### src/rtl/chip8_fetch_sequencer.sv
// rtl/chip8_fetch_sequencer.sv - CHIP-8 instruction fetch/execute sequencer
//
// Purpose: on each CPU tick, reads the big-endian opcode at pc/pc+1 from the
// shared byte-wide program memory, hands it to the execute unit and then
// updates pc (load, skip or advance) once execution is done.
//
// Ports:
//   clk_i, rst_i          clock, asynchronous active-high reset
//   timer_cpu_tick_i      one-cycle pulse requesting one instruction
//   mem_req_o/mem_addr_o  registered read request and address to the arbiter
//   mem_gnt_i             arbiter accepted the request this cycle
//   mem_rdata_i           read byte, valid MEM_LAT cycles after the grant cycle
//   instruction_o         last fetched opcode {byte@pc, byte@pc+1}
//   exec_start_o          one-cycle pulse: instruction_o is valid, execute it
//   exec_done_i           execute finished; pc_load_i/pc_load_val_i/skip_i valid
//   pc_o                  current program counter
//   busy_o                sequencer is not idle
//   overrun_cnt_o         ticks lost while busy, saturating at 255

module chip8_fetch_sequencer #(
    parameter int                ADDR_W   = 12,
    parameter logic [ADDR_W-1:0] RESET_PC = 12'h200,
    parameter int                MEM_LAT  = 1
) (
    input  logic              clk_i,
    input  logic              rst_i,
    input  logic              timer_cpu_tick_i,
    output logic              mem_req_o,
    output logic [ADDR_W-1:0] mem_addr_o,
    input  logic              mem_gnt_i,
    input  logic [7:0]        mem_rdata_i,
    output logic [15:0]       instruction_o,
    output logic              exec_start_o,
    input  logic              exec_done_i,
    input  logic              pc_load_i,
    input  logic [ADDR_W-1:0] pc_load_val_i,
    input  logic              skip_i,
    output logic [ADDR_W-1:0] pc_o,
    output logic              busy_o,
    output logic [7:0]        overrun_cnt_o
);

    typedef enum logic [2:0] {
        IDLE,
        HI_REQ,
        HI_WAIT,
        LO_REQ,
        LO_WAIT,
        EXEC,
        WAIT_DONE
    } state_t;

    localparam logic [2:0] LAT = 3'(MEM_LAT);

    state_t            state_q;
    logic [ADDR_W-1:0] pc_q;
    logic [ADDR_W-1:0] pc_d;
    logic [ADDR_W-1:0] pc_plus1;
    logic [ADDR_W-1:0] mem_addr_q;
    logic              mem_req_q;
    logic              exec_start_q;
    logic [15:0]       instruction_q;
    logic [7:0]        hi_q;
    logic [2:0]        lat_cnt_q;
    logic              pending_q;
    logic [7:0]        overrun_cnt_q;
    logic              done_ok;

    // pc after an accepted exec_done; a jump beats a skip.
    always_comb begin
        pc_d = pc_q + ADDR_W'(2);
        if (pc_load_i) begin
            pc_d = pc_load_val_i;
        end else if (skip_i) begin
            pc_d = pc_q + ADDR_W'(4);
        end
    end

    assign pc_plus1 = pc_q + ADDR_W'(1);
    assign done_ok  = exec_done_i && ((state_q == EXEC) || (state_q == WAIT_DONE));

    always_ff @(posedge clk_i or posedge rst_i) begin
        if (rst_i) begin
            state_q       <= IDLE;
            pc_q          <= RESET_PC;
            mem_addr_q    <= '0;
            mem_req_q     <= 1'b0;
            exec_start_q  <= 1'b0;
            instruction_q <= 16'h0000;
            hi_q          <= 8'h00;
            lat_cnt_q     <= 3'd0;
            pending_q     <= 1'b0;
            overrun_cnt_q <= 8'h00;
        end else begin
            exec_start_q <= 1'b0;

            // One tick may be queued while busy; any further ones are lost.
            // The cycle that returns to IDLE is still a busy cycle.
            if (timer_cpu_tick_i && (state_q != IDLE)) begin
                if (!pending_q) begin
                    pending_q <= 1'b1;
                end else if (overrun_cnt_q != 8'hFF) begin
                    overrun_cnt_q <= overrun_cnt_q + 8'd1;
                end
            end

            case (state_q)
                IDLE: begin
                    if (timer_cpu_tick_i || pending_q) begin
                        pending_q  <= 1'b0;
                        mem_req_q  <= 1'b1;
                        mem_addr_q <= pc_q;
                        state_q    <= HI_REQ;
                    end
                end
                HI_REQ: begin
                    if (mem_gnt_i) begin
                        mem_req_q <= 1'b0;
                        lat_cnt_q <= 3'd1;
                        state_q   <= HI_WAIT;
                    end
                end
                HI_WAIT: begin
                    // lat_cnt_q equals the number of cycles since the grant cycle.
                    if (lat_cnt_q == LAT) begin
                        hi_q       <= mem_rdata_i;
                        mem_req_q  <= 1'b1;
                        mem_addr_q <= pc_plus1;
                        state_q    <= LO_REQ;
                    end else begin
                        lat_cnt_q <= lat_cnt_q + 3'd1;
                    end
                end
                LO_REQ: begin
                    if (mem_gnt_i) begin
                        mem_req_q <= 1'b0;
                        lat_cnt_q <= 3'd1;
                        state_q   <= LO_WAIT;
                    end
                end
                LO_WAIT: begin
                    if (lat_cnt_q == LAT) begin
                        instruction_q <= {hi_q, mem_rdata_i};
                        exec_start_q  <= 1'b1;
                        state_q       <= EXEC;
                    end else begin
                        lat_cnt_q <= lat_cnt_q + 3'd1;
                    end
                end
                EXEC: begin
                    if (done_ok) begin
                        pc_q    <= pc_d;
                        state_q <= IDLE;
                    end else begin
                        state_q <= WAIT_DONE;
                    end
                end
                WAIT_DONE: begin
                    if (done_ok) begin
                        pc_q    <= pc_d;
                        state_q <= IDLE;
                    end
                end
                default: begin
                    state_q <= IDLE;
                end
            endcase
        end
    end

    assign mem_req_o     = mem_req_q;
    assign mem_addr_o    = mem_addr_q;
    assign instruction_o = instruction_q;
    assign exec_start_o  = exec_start_q;
    assign pc_o          = pc_q;
    assign busy_o        = (state_q != IDLE);
    assign overrun_cnt_o = overrun_cnt_q;

endmodule

### config.mk
export PLATFORM = sky130hd
export DESIGN_NAME = chip8_fetch_sequencer
export DESIGN_NICKNAME = d
export VERILOG_FILES = /design/src/rtl/chip8_fetch_sequencer.sv
export SDC_FILE = /design/constraint.sdc
export NUM_CORES = 1
export LEC_CHECK = 0
export CAP_MARGIN = 15
export CORE_ASPECT_RATIO = 0.75
export CORE_MARGIN = 5
export CORE_UTILIZATION = 40
export DETAILED_ROUTE_END_ITERATION = 8
export PLACE_DENSITY_LB_ADDON = 0.05
export RECOVER_POWER = 50
export SLEW_MARGIN = 20
export SYNTH_ARGS = -nofsm -noshare
export SYNTH_HDL_FRONTEND = slang
export SYNTH_SLANG_ARGS = --single-unit
### constraint.sdc
create_clock -name clk_i -period 2.2 [get_ports clk_i]
set_clock_uncertainty 0.1 [all_clocks]
set_input_delay 0.44 -clock clk_i [delete_from_list [all_inputs] [get_ports clk_i]]
set_output_delay 0.44 -clock clk_i [all_outputs]
set_load 0.01 [all_outputs]
==> impl_metrics.tcl <==
set metrics [dict create \
    met1_length_um 3580 \
    hold_depth 1 \
    ys_ff_latch 65 \
    gr-total-overflow 0 \
    coreArea_mm2 0.00788 \
    clk_pin_slew_ns 0.08 \
    syn2layout_area_growth_pct 35.1 \
    internal-power_w 0.00386 \
    cp_num_buf_inv 1 \
    slew_headroom_pct 47.2 \
    cp-start-kind "flop" \
    period_needed_ns 2.05 \
    via_count 2508 \
    p_seq_share_pct 37.0 \
    p_per_area_mw_per_mm2 1410 \
    pre_cts_slack_ns 0.115 \
    placementRows 28 \
    routed-wl-met3_um 574 \
    synthArstFlopShare_pct 100 \
    utilization_pct 55.3 \
    syn_inst 292 \
    initial_core_util_pct 40.9 \
    cts_resized 2 \
    tightest_slew_ns 0.791 \
    synth.distinct_cells 50 \
    worst_hold_path_type "flop to flop" \
    dieArea_mm2 0.00998 \
    maxSlewViolCount 0 \
    route.detailed.vias_per_inst 5.11 \
    setup_tns_ns 0 \
    holdPathEnd "mem_req_o$_DFFE_PP0P_" \
    sw_frac_of_total_pct 37.0 \
    gp_congestion 0.821 \
    portBuffers 77 \
    fin_cells 491 \
    r2r_setup_slack_ns 0.20 \
    cpLargestDelayFamily "buffers and inverters" \
    grt_max_degree 27 \
    max_freq_mhz 488 \
    yosysWarnings 0 \
    synthesis.nets 325 \
    n_antenna_cell 0 \
    ys_seq_area_share_pct 50.5 \
    h-tree-depth 3 \
    clk_latency_ns 0.34 \
    p_clk_share_pct 16.4 \
    yosysTopAreaCellShare_pct 49.7 \
    cts.sinks 65 \
    cts_buffers 9 \
    antenna_found_initial 0 \
    nets 414 \
    final.setup.worst_slack_ns 0.153 \
    cp_max_fo 9 \
    fin_crit_sh_pct 93.1 \
    finalHoldViolations 0 \
    wire_per_inst_um 15.1 \
    required_ns 1.66 \
    synthTopCellsByArea "dfrtp_1 50%, mux2_2 8.7%, xnor2_1 3.3%" \
    grt_pass1_vias 2470 \
    synth_edf_count 0 \
    r2r-start "pc_o[1]$_DFFE_PP0P_" \
    p_leak_nw 1.78 \
    drt_iter0_drc 142 \
    drcViolationCount 0 \
    die_h_um 87.8 \
    die_w_um 114 \
    cts_buffer_depth 2 \
    grt_pass1_wl_um 12400 \
    cts_root_buf "clkbuf_8" \
    grt.total_usage_pct 15.7 \
    outcome "completed" \
    final_cell_area_mm2 0.00436 \
    postRouteAntennaNets 0 \
    top_layer_used "met4" \
    ir_drop_mv 0.618 \
    cts_tree "yes" \
    route.final.wire_length_um 7400 \
    drtPass1Iterations 4 \
    worstSetupPathType "flop to output pin" \
    hold_path.startpoint "mem_req_o$_DFFE_PP0P_" \
    drive_gt1_share_pct 16.6 \
    worst_path_largest_cell_delay_ns 0.61 \
    synth_top_area_cell "dfrtp_1" \
    dpl.hpwl_um 5430 \
    arrival_ns 1.51 \
    rsz0062_at_grt "no" \
    finalSetupViolations 0 \
    power_frac_comb_pct 46.7 \
    cp.depth 1 \
    cpMaxStageDelayCell "clkdlybuf4s50_1" \
    r2r_cells 5 \
    syn_area_mm2 0.00323 \
    hold_buffers 0 \
    endpoint_kind "output pin" \
    drv_cap 0 \
    dpl.cell_count 475 \
    synth_area_per_cell_um2 11.0 \
    synth_flop_cell "dfrtp_1" \
    dpl_cell_area_mm2 0.00422 \
    io_pins 78 \
    cp_cell_sequence "clkdlybuf4s50_1" \
    switchingPower_w 0.00226 \
    postCtsSetupRepairBufs 0 \
    met2_length_um 3180 \
    r2r_end "pc_o[9]$_DFFE_PP1P_" \
]
==> layer usage <==
layer | track usage [%] | up-vias
li1 | - | 1238
met1 | 23.3 | 1187
met2 | 21.6 | 76
met3 | 5.32 | 7
met4 | 4.80 | 0
met5 | 0 | -
==> cells in the mapped netlist (2+ instances only) <==
| library cell | n |
|---|---|
| nor3b_1 | 4 |
| nor4_4 | 2 |
| xor2_1 | 9 |
| ha_1 | 6 |
| a21oi_1 | 20 |
| a22oi_1 | 2 |
| nand2_1 | 15 |
| o21ai_0 | 14 |
| or3_1 | 3 |
| nor3_1 | 14 |
| nand3_1 | 8 |
| nor2b_1 | 2 |
| mux2_2 | 25 |
| clkbuf_1 | 4 |
| a21oi_2 | 2 |
| buf_4 | 2 |
| o21a_1 | 3 |
| o2bb2ai_1 | 3 |
| mux2i_1 | 4 |
| dfrtp_1 | 64 |
| inv_1 | 8 |
| nor4_1 | 2 |
| buf_2 | 7 |
| a2bb2oi_1 | 2 |
| nand4_1 | 4 |
| nor2_1 | 26 |
| xnor2_1 | 12 |
| o22a_1 | 3 |
==> kinds of logic (layout without fill, tap and decap cells) <==
family	Yosys count	after routing	synth area share, %
AND/OR/NAND/NOR	88	88	15.5
flip-flops	65	65	50.5
AO/OA/AOI/OAI	60	60	12.6
multiplexers	29	29	9.97
buffers and inverters	23	117	3.41
XOR/XNOR	21	21	5.70
adder cells (fa/ha/maj)	6	6	2.33
==> metrics by stage <==
step | hold WS, ns | total power [W]
after global placement | 0.359 | 0.00519
after floorplan | 0.359 | 0.00386
final | 0.376 | 0.00613
after CTS | 0.344 | 0.00628
after global routing | 0.415 | 0.00658
after detailed placement | 0.367 | 0.00526
==> power groups by stage <==
stage | sequential, W | clock (W) | combinational, W
floorplan | 0.00236 | 0 | 0.00150
detailed placement | 0.00230 | 0 | 0.00296
CTS | 0.00228 | 0.00103 | 0.00297
finish | 0.00226 | 0.00100 | 0.00286
global placement | 0.00228 | 0 | 0.00291
global route | 0.00235 | 0.00108 | 0.00315
==> cell usage in the layout, fill, tap and decap left out, types with 3 or more instances in the layout <==
master           count
o21ai_0             14
or3_1                3
buf_4               10
nand2_1             15
inv_1                8
clkbuf_8             9
nand4_1              4
buf_12               3
o2bb2ai_1            3
nor2_1              26
mux2i_1              4
xor2_1               9
dfrtp_1             64
clkdlybuf4s50_1     72
o22a_1               3
nand3_1              8
nor3b_1              5
a21oi_1             20
mux2_2              25
dlygate4sd3_1        4
xnor2_1             12
clkinvlp_4           3
nor3_1              15
o21a_1               3
ha_1                 6
==> final cells by class <==
| type | instances | area (µm²) |
|---|---|---|
| inverter | 8 | 30.0 |
| tap | 105 | 131 |
| multi-input combinational | 204 | 1450 |
| timing repair buffer | 93 | 918 |
| fill | 708 | 3530 |
| sequential | 65 | 1630 |
| clock inverter | 7 | 71.3 |
| clock buffer | 9 | 124 |
==> registers in the layout, indices dropped and copies added (netlist names) <==
| register | count |
|---|---|
| pending_q | 1 |
| mem_req_o | 1 |
| exec_start_o | 1 |
| hi_q | 8 |
| mem_addr_o | 12 |
| lat_cnt_q | 3 |
| pc_o | 12 |
| instruction_o | 16 |
| state_q | 3 |
| overrun_cnt_o | 8 |
==> worst max-delay path by stage <==
stage                                      start                endpoint  slack (ns)
after detailed placement                  skip_i     pc_o[5]$_DFFE_PP0P_        0.11
final                        pc_o[4]$_DFFE_PP0P_                 pc_o[4]        0.15
after global placement                    skip_i    pc_o[11]$_DFFE_PP0P_        0.17
after floorplan                            rst_i  exec_start_o$_DFF_PP0_        0.04
after global routing      state_q[1]$_DFFE_PP0P_                  busy_o        0.08
after CTS                 state_q[1]$_DFFE_PP0P_                  busy_o        0.11
No activity file was read; power rests on OpenSTA's default activity.
